==> src/rtl/cache_controller_if.sv <==
`default_nettype none
// ============================================================================
// Module      : cache_controller_if
// Description : CPU, main-memory and data-array signal bundle of the cache
//               controller; slave = controller side, master = environment.
// Revision    : 1.0
// ============================================================================
interface cache_controller_if #(
    parameter int ADDR_WIDTH       = 32,
    parameter int DATA_WIDTH       = 32,
    parameter int ARRAY_ADDR_WIDTH = 8
);
    logic                        cpu_request;
    logic                        cpu_rw;
    logic                        cpu_bw;
    logic [ADDR_WIDTH-1:0]       cpu_address;
    logic [DATA_WIDTH-1:0]       cpu_write_data;
    logic                        cpu_wait;
    logic                        cpu_done;
    logic [DATA_WIDTH-1:0]       cpu_read_data;

    logic                        mem_request;
    logic                        mem_rw;
    logic                        mem_bw;
    logic [ADDR_WIDTH-1:0]       mem_address;
    logic [DATA_WIDTH-1:0]       mem_write_data;
    logic                        mem_ack;
    logic [DATA_WIDTH-1:0]       mem_read_data;

    logic                        cache_enable;
    logic                        cache_rw;
    logic                        cache_bw;
    logic [ARRAY_ADDR_WIDTH-1:0] cache_address;
    logic [DATA_WIDTH-1:0]       cache_write_value;
    logic [DATA_WIDTH-1:0]       cache_read_value;

    modport slave (
        input  cpu_request, cpu_rw, cpu_bw, cpu_address, cpu_write_data,
        input  mem_ack, mem_read_data, cache_read_value,
        output cpu_wait, cpu_done, cpu_read_data,
        output mem_request, mem_rw, mem_bw, mem_address, mem_write_data,
        output cache_enable, cache_rw, cache_bw, cache_address, cache_write_value
    );

    modport master (
        output cpu_request, cpu_rw, cpu_bw, cpu_address, cpu_write_data,
        output mem_ack, mem_read_data, cache_read_value,
        input  cpu_wait, cpu_done, cpu_read_data,
        input  mem_request, mem_rw, mem_bw, mem_address, mem_write_data,
        input  cache_enable, cache_rw, cache_bw, cache_address, cache_write_value
    );
endinterface
`default_nettype wire

==> src/rtl/cache_controller.sv <==
`default_nettype none
// ============================================================================
// Module      : cache_controller
// Description : Direct-mapped, write-through, no-write-allocate cache
//               controller with tag/valid store and 4-word line fills.
// Revision    : 1.0
// ============================================================================
module cache_controller #(
    parameter int LINE_NUMBER    = 16,
    parameter int WORDS_PER_LINE = 4,
    parameter int ADDR_WIDTH     = 32,
    parameter int DATA_WIDTH     = 32
) (
    input wire                 clock,
    input wire                 reset,
    cache_controller_if.slave  bus
);
    localparam int c_INDEX_W  = $clog2(LINE_NUMBER);
    localparam int c_WORD_W   = $clog2(WORDS_PER_LINE);
    localparam int c_OFFSET_W = c_WORD_W + 2;
    localparam int c_ARR_W    = c_INDEX_W + c_OFFSET_W;
    localparam int c_TAG_W    = ADDR_WIDTH - c_ARR_W;
    localparam logic [c_WORD_W-1:0] c_LAST_WORD = c_WORD_W'(WORDS_PER_LINE - 1);

    localparam logic [2:0] c_IDLE    = 3'd0;
    localparam logic [2:0] c_RESPOND = 3'd1;
    localparam logic [2:0] c_FILL    = 3'd2;
    localparam logic [2:0] c_REREAD  = 3'd3;
    localparam logic [2:0] c_WMEM    = 3'd4;

    logic [2:0]             r_state;
    logic [LINE_NUMBER-1:0] r_valid;
    logic [c_TAG_W-1:0]     r_tag [LINE_NUMBER];
    logic [c_WORD_W-1:0]    r_count;
    logic [ADDR_WIDTH-1:0]  r_addr;
    logic                   r_bw;
    logic [DATA_WIDTH-1:0]  r_data;

    logic [c_TAG_W-1:0]     w_cpu_tag;
    logic [c_INDEX_W-1:0]   w_cpu_index;
    logic [c_TAG_W-1:0]     w_lat_tag;
    logic [c_INDEX_W-1:0]   w_lat_index;
    logic                   w_hit;
    logic                   w_accept;
    logic                   w_last_fill;

    assign w_cpu_tag   = bus.cpu_address[ADDR_WIDTH-1:c_ARR_W];
    assign w_cpu_index = bus.cpu_address[c_ARR_W-1:c_OFFSET_W];
    assign w_lat_tag   = r_addr[ADDR_WIDTH-1:c_ARR_W];
    assign w_lat_index = r_addr[c_ARR_W-1:c_OFFSET_W];
    assign w_hit       = r_valid[w_cpu_index] && (r_tag[w_cpu_index] == w_cpu_tag);
    assign w_accept    = (r_state == c_IDLE) && bus.cpu_request;
    assign w_last_fill = (r_state == c_FILL) && bus.mem_ack && (r_count == c_LAST_WORD);

    // Valid is only set on the last fill word, so an aborted fill leaves the line invalid.
    always_ff @(posedge clock) begin
        if (reset) begin
            r_state <= c_IDLE;
            r_valid <= '0;
            r_count <= '0;
        end else begin
            case (r_state)
                c_IDLE: begin
                    if (bus.cpu_request) begin
                        if (!bus.cpu_rw) begin
                            r_state <= c_WMEM;
                        end else if (w_hit) begin
                            r_state <= c_RESPOND;
                        end else begin
                            r_count <= '0;
                            r_state <= c_FILL;
                        end
                    end
                end
                c_RESPOND: r_state <= c_IDLE;
                c_FILL: begin
                    if (bus.mem_ack) begin
                        r_count <= r_count + c_WORD_W'(1);
                        if (r_count == c_LAST_WORD) begin
                            r_valid[w_lat_index] <= 1'b1;
                            r_state              <= c_REREAD;
                        end
                    end
                end
                c_REREAD: r_state <= c_RESPOND;
                c_WMEM:   if (bus.mem_ack) r_state <= c_IDLE;
                default:  r_state <= c_IDLE;
            endcase
        end
    end

    always_ff @(posedge clock) begin
        if (w_accept) begin
            r_addr <= bus.cpu_address;
            r_bw   <= bus.cpu_bw;
            r_data <= bus.cpu_write_data;
        end
        if (w_last_fill) begin
            r_tag[w_lat_index] <= w_lat_tag;
        end
    end

    always_comb begin
        bus.cpu_wait          = (r_state != c_IDLE);
        bus.cpu_done          = 1'b0;
        bus.cpu_read_data     = '0;
        bus.mem_request       = 1'b0;
        bus.mem_rw            = 1'b0;
        bus.mem_bw            = 1'b0;
        bus.mem_address       = '0;
        bus.mem_write_data    = '0;
        bus.cache_enable      = 1'b0;
        bus.cache_rw          = 1'b0;
        bus.cache_bw          = 1'b0;
        bus.cache_address     = '0;
        bus.cache_write_value = '0;
        case (r_state)
            c_IDLE: begin
                // Write misses bypass the array entirely (no-write-allocate).
                if (bus.cpu_request && w_hit) begin
                    bus.cache_enable  = 1'b1;
                    bus.cache_rw      = bus.cpu_rw;
                    bus.cache_bw      = bus.cpu_bw;
                    bus.cache_address = bus.cpu_address[c_ARR_W-1:0];
                    if (!bus.cpu_rw) bus.cache_write_value = bus.cpu_write_data;
                end
            end
            c_RESPOND: begin
                bus.cpu_done      = 1'b1;
                bus.cpu_read_data = bus.cache_read_value;
            end
            c_FILL: begin
                bus.mem_request = 1'b1;
                bus.mem_rw      = 1'b1;
                bus.mem_address = {w_lat_tag, w_lat_index, r_count, 2'b00};
                if (bus.mem_ack) begin
                    bus.cache_enable      = 1'b1;
                    bus.cache_address     = {w_lat_index, r_count, 2'b00};
                    bus.cache_write_value = bus.mem_read_data;
                end
            end
            c_REREAD: begin
                bus.cache_enable  = 1'b1;
                bus.cache_rw      = 1'b1;
                bus.cache_bw      = r_bw;
                bus.cache_address = r_addr[c_ARR_W-1:0];
            end
            c_WMEM: begin
                bus.mem_request    = 1'b1;
                bus.mem_bw         = r_bw;
                bus.mem_address    = r_addr;
                bus.mem_write_data = r_data;
                bus.cpu_done       = bus.mem_ack;
            end
            default: ;
        endcase
    end
endmodule
`default_nettype wire

==> src/flat_wrapper.sv <==
// flat-port wrapper written by rule: the top's interface ports become plain ports
module cache_controller_flat 
#(
    parameter int LINE_NUMBER    = 16,
    parameter int WORDS_PER_LINE = 4,
    parameter int ADDR_WIDTH     = 32,
    parameter int DATA_WIDTH     = 32
)
  (clock, reset, bus_cpu_request, bus_cpu_rw, bus_cpu_bw, bus_cpu_address, bus_cpu_write_data, bus_mem_ack, bus_mem_read_data, bus_cache_read_value, bus_cpu_wait, bus_cpu_done, bus_cpu_read_data, bus_mem_request, bus_mem_rw, bus_mem_bw, bus_mem_address, bus_mem_write_data, bus_cache_enable, bus_cache_rw, bus_cache_bw, bus_cache_address, bus_cache_write_value);
  cache_controller_if #(.ADDR_WIDTH(ADDR_WIDTH), .DATA_WIDTH(DATA_WIDTH)) bus_i ();
  input wire clock;
  input wire reset;
  input wire logic [$bits(bus_i.cpu_request)-1:0] bus_cpu_request;
  input wire logic [$bits(bus_i.cpu_rw)-1:0] bus_cpu_rw;
  input wire logic [$bits(bus_i.cpu_bw)-1:0] bus_cpu_bw;
  input wire logic [$bits(bus_i.cpu_address)-1:0] bus_cpu_address;
  input wire logic [$bits(bus_i.cpu_write_data)-1:0] bus_cpu_write_data;
  input wire logic [$bits(bus_i.mem_ack)-1:0] bus_mem_ack;
  input wire logic [$bits(bus_i.mem_read_data)-1:0] bus_mem_read_data;
  input wire logic [$bits(bus_i.cache_read_value)-1:0] bus_cache_read_value;
  output wire logic [$bits(bus_i.cpu_wait)-1:0] bus_cpu_wait;
  output wire logic [$bits(bus_i.cpu_done)-1:0] bus_cpu_done;
  output wire logic [$bits(bus_i.cpu_read_data)-1:0] bus_cpu_read_data;
  output wire logic [$bits(bus_i.mem_request)-1:0] bus_mem_request;
  output wire logic [$bits(bus_i.mem_rw)-1:0] bus_mem_rw;
  output wire logic [$bits(bus_i.mem_bw)-1:0] bus_mem_bw;
  output wire logic [$bits(bus_i.mem_address)-1:0] bus_mem_address;
  output wire logic [$bits(bus_i.mem_write_data)-1:0] bus_mem_write_data;
  output wire logic [$bits(bus_i.cache_enable)-1:0] bus_cache_enable;
  output wire logic [$bits(bus_i.cache_rw)-1:0] bus_cache_rw;
  output wire logic [$bits(bus_i.cache_bw)-1:0] bus_cache_bw;
  output wire logic [$bits(bus_i.cache_address)-1:0] bus_cache_address;
  output wire logic [$bits(bus_i.cache_write_value)-1:0] bus_cache_write_value;
  assign bus_i.cpu_request = bus_cpu_request;
  assign bus_i.cpu_rw = bus_cpu_rw;
  assign bus_i.cpu_bw = bus_cpu_bw;
  assign bus_i.cpu_address = bus_cpu_address;
  assign bus_i.cpu_write_data = bus_cpu_write_data;
  assign bus_i.mem_ack = bus_mem_ack;
  assign bus_i.mem_read_data = bus_mem_read_data;
  assign bus_i.cache_read_value = bus_cache_read_value;
  assign bus_cpu_wait = bus_i.cpu_wait;
  assign bus_cpu_done = bus_i.cpu_done;
  assign bus_cpu_read_data = bus_i.cpu_read_data;
  assign bus_mem_request = bus_i.mem_request;
  assign bus_mem_rw = bus_i.mem_rw;
  assign bus_mem_bw = bus_i.mem_bw;
  assign bus_mem_address = bus_i.mem_address;
  assign bus_mem_write_data = bus_i.mem_write_data;
  assign bus_cache_enable = bus_i.cache_enable;
  assign bus_cache_rw = bus_i.cache_rw;
  assign bus_cache_bw = bus_i.cache_bw;
  assign bus_cache_address = bus_i.cache_address;
  assign bus_cache_write_value = bus_i.cache_write_value;
  cache_controller #(.LINE_NUMBER(LINE_NUMBER), .WORDS_PER_LINE(WORDS_PER_LINE), .ADDR_WIDTH(ADDR_WIDTH), .DATA_WIDTH(DATA_WIDTH)) u_core (.clock(clock), .reset(reset), .bus(bus_i));
endmodule
==> config.mk <==
export PLATFORM = sky130hd
export DESIGN_NAME = cache_controller_flat
export DESIGN_NICKNAME = d
export VERILOG_FILES = /design/src/rtl/cache_controller_if.sv /design/src/rtl/cache_controller.sv /design/src/flat_wrapper.sv
export SDC_FILE = /design/constraint.sdc
export NUM_CORES = 1
export LEC_CHECK = 0
export CAP_MARGIN = 20
export CORE_ASPECT_RATIO = 2
export CORE_UTILIZATION = 48
export CTS_CLUSTER_DIAMETER = 40
export DETAILED_ROUTE_END_ITERATION = 8
export PLACE_DENSITY = 0.82
export SLEW_MARGIN = 40
export SYNTH_ARGS = -nofsm -noshare
export SYNTH_HDL_FRONTEND = slang
export SYNTH_SLANG_ARGS = --single-unit
==> constraint.sdc <==
create_clock -name clock -period 7 [get_ports clock]
set_input_delay 1.4 -clock clock [delete_from_list [all_inputs] [get_ports clock]]
set_output_delay 1.4 -clock clock [all_outputs]
set_load 0.02 [all_outputs]
==> reports/metrics.cfg <==
[timing]
drv_slew=0
setup_violations=0
timing.final.hold_violations=0
rsz0062_at_grt=false
final_period_minus_worst_setup_slack_ns=6.76
skew_ns=0.0145
clock.fmax_ghz=0.148
tightestPinTransition_ns=0.877
maxSlewHeadroom_pct=41.1
final_min_period_over_clock_period_pct=96.6

[route]
routedWlPerCell_um=27.5
drt-pass1-iter-count=7
drt_drc_violations_left=1
drt_iter0_markers=1046
detail_route.vias_per_cell=5.91
routed-via-count=11900
postRouteWirelength_mm=55.2
drtAntennaViolNets=0

[worst_setup_path]
worstPathArrival_ns=5.36
timing_worst_setup_path_type=input port to output port
timing.critical_path.fanout_max=32
worstPathBufferInverterCount=4
worstSetupPathDepth=13
cp-end-kind=output port
critical_path.slowest_cell=sky130_fd_sc_hd__clkdlybuf4s50_1
cpPeakStageDelay_ns=0.61
required_ns=5.60
worst_setup_path_start_kind=input port
critPathTopFamily=buffers and inverters
crit_path_cell_trace=buf_2, buf_12, mux4_2, mux2i_1, xor2_1, nand2_1, nor4_2, o2111ai_1, nor4_2, and2b_1, buf_12, a22o_1, clkdlybuf4s50_1
r2r_cells=8

[global_routing]
overall_overflow_remaining_after_global_route=0
antenna_found_initial=2
gr-usage-all-layers_pct=26.9
top_usage_layer=met2
grt_start_max_net_pins=46
gr-usage-met2_pct=48.1
use_met1_pct=30.4
grt_first_pass_wirelength_mm=78.4
grt_pass1_vias=12100
grtUsageMet3_pct=3.95

[placement]
detailedPlacementHpwl_mm=37.3
placer_congestion_estimate=1.02
count_of_input_and_output_buffers=277

[clocking]
tritoncts_clock_tree=yes
number_of_clock_sinks_seen_by_cts=470
cts_buffers=40
worst_skew_pair.late_latency_ns=0.56
cts.htree.levels=2
clk_pin_slew_worst_paths_ns=0.06
cts_setup_buffers=0
ctsRootBufferMaster=sky130_fd_sc_hd__clkbuf_16
cts_hold_buffers=0
clock_tree.buffer_depth=3

[pwr]
design_power_total_mw=6.01
power_leakage_nw=8.33
power-per-cell-area_nw_per_um2=245
vdd_drop_max_mv=0.208

[outcome]
violations=DRC
outcome=complete, but fails checks

[floorplanning]
fp.dieW_um=145
ios=278
design.die.area_um2=41500
core_area_um2=40100
floorplan.die.height_um=287
starting_utilization_of_the_core_area_pct=48.6
placementRows=104

[yosys]
synthArstFlopShare_pct=0
ys_types=62
area_share_of_the_largest_cell_type_after_synthesis_pct=69.2
ys_seq_area_share_pct=71.3
synth_flop_cell=sky130_fd_sc_hd__edfxtp_1
yosysMostFrequentCell=sky130_fd_sc_hd__edfxtp_1
yosysWarningCount=0
post_synthesis_average_cell_area_um2=17.2
synth_nets=1267
synth_area_leader_cell=sky130_fd_sc_hd__edfxtp_1
netlist_instances=1132
netlist_area_um2=19500
synth.ff_latch_count=470
post_synth_main_area_contributors=sky130_fd_sc_hd__edfxtp_1 (69%), sky130_fd_sc_hd__mux4_2 (6.8%), sky130_fd_sc_hd__mux2i_1 (5.4%), sky130_fd_sc_hd__a22o_1 (2.3%), sky130_fd_sc_hd__and2_1 (2.2%)
number_of_flops_mapped_to_enable_cells_by_yosys=449
synth.top_cells.by_count=sky130_fd_sc_hd__edfxtp_1 (449), sky130_fd_sc_hd__mux2i_1 (105), sky130_fd_sc_hd__and2_1 (70)

[hold_path]
hold_path.class=flip-flop to flip-flop
holdPathStages=2

[job]
max_cap_viols=0

[finish]
finalCoreUtilization_pct=61.1
area_delta_synth_final_pct=25.6
drive_above_1_share_pct=15.5
fin_nets=1578

[path summary, 6_finish.rpt]
check                            start                   endpoint  slack (ns)
setup / recovery    bus_cpu_address[5]  bus_cache_write_value[24]        0.24
hold / removal       u_core.r_valid[5]          u_core.r_valid[5]        0.48
hold reg to reg      u_core.r_valid[5]          u_core.r_valid[5]        0.48
setup reg to reg  u_core.r_tag[15][12]          u_core.r_state[0]        3.51
[registers in the layout (all words and copies together) (netlist names)]
| signal | flops |
|---|---|
| u_core.r_data | 32 |
| u_core.r_addr | 32 |
| u_core.r_count | 2 |
| u_core.r_valid | 16 |
| u_core.r_bw | 1 |
| u_core.r_state | 3 |
| u_core.r_tag | 384 |
[power breakdown]
part           switching (mW)  total, mW  internal [mW]  leakage (nW)
sequential             0.0654       3.21           3.14          4.24
clock                    1.03       2.23           1.19         0.643
combinational           0.303      0.571          0.268          3.45
[metal layers]
| layer | vias to the layer above | share of wire [%] |
|---|---|---|
| li1 | 5074 | - |
| met1 | 5949 | 34 |
| met2 | 689 | 53 |
| met3 | 151 | 7.2 |
| met4 | 0 | 5.0 |
| met5 | - | 0 |
[area by class of cell]
cell class | count | area, um^2
Multi-Input combinational cell | 585 | 5270
Clock inverter | 27 | 235
Tap cell | 530 | 663
Inverter | 12 | 46.3
Clock buffer | 47 | 1070
Timing Repair Buffer | 334 | 3300
Sequential cell | 470 | 13900
Fill cell | 2932 | 15600
Antenna cell | 2 | 5.00
[cells by family (layout without fill, tap and decap cells)]
kind of cell / count (synthesis) / in the layout / share of synthesized area, %
flip-flops: 470 / 470 / 71.3
AND/OR/NAND/NOR: 246 / 246 / 6.72
multiplexers: 172 / 172 / 12.7
AO/OA/AOI/OAI: 133 / 133 / 5.51
buffers and inverters: 77 / 420 / 2.25
XOR/XNOR: 33 / 33 / 1.48
adder cells (fa/ha/maj): 1 / 1 / 0.0642
other: 0 / 2 / 0
[stage by stage]
step           std cells  area (um^2)  hold WS [ns]  setup WS, ns  setup TNS [ns]
6_report            2007        24500         0.478         0.241               0
5_1_grt             2007        24500         0.504        0.0844               0
4_1_cts             2005        24500         0.477         0.124               0
3_5_place_dp        1931        23200         0.460       -0.0983           -2.11
3_3_place_gp        1929        23100         0.444        0.0526               0
2_1_floorplan       1132        19500         0.435          1.53               0
[placed cells by master, fill, tap and decap left out, drive strengths merged, types with 3 or more instances in the layout]
| cell | Yosys | final |
|---|---|---|
| edfxtp | 449 | 449 |
| clkdlybuf4s50 | 0 | 274 |
| mux2i | 105 | 105 |
| and2 | 70 | 70 |
| nor2 | 63 | 63 |
| mux4 | 59 | 59 |
| buf | 28 | 58 |
| a22o | 51 | 51 |
| clkbuf | 37 | 48 |
| nor2b | 33 | 33 |
| nand2 | 30 | 30 |
| dfxtp | 21 | 21 |
| a22oi | 20 | 20 |
| xor2 | 19 | 19 |
| clkinv | 0 | 18 |
| inv | 12 | 16 |
| nor3 | 15 | 15 |
| xnor2 | 14 | 14 |
| a221oi | 9 | 9 |
| mux2 | 8 | 8 |
| o22ai | 6 | 6 |
| or2 | 6 | 6 |
| a31oi | 6 | 6 |
| o21ai | 6 | 6 |
| nor4 | 6 | 6 |
| a21oi | 5 | 5 |
| nand2b | 5 | 5 |
| o211ai | 5 | 5 |
| o31ai | 4 | 4 |
| or3 | 3 | 3 |
| nand4 | 3 | 3 |
| nand3 | 3 | 3 |
| clkinvlp | 0 | 3 |
[repair_timing]
action                     CTS  global route
setup endpoints to repair   32            32
cloned                       0             0
resized for setup            3             1
[worst min-delay path, delay by kind of cell, from the launching register on]
family	cells	cell delay [ns]
and+or+nand+nor	2	0.12
DFF	1	0.33
No activity file was read; power rests on OpenSTA's default activity.
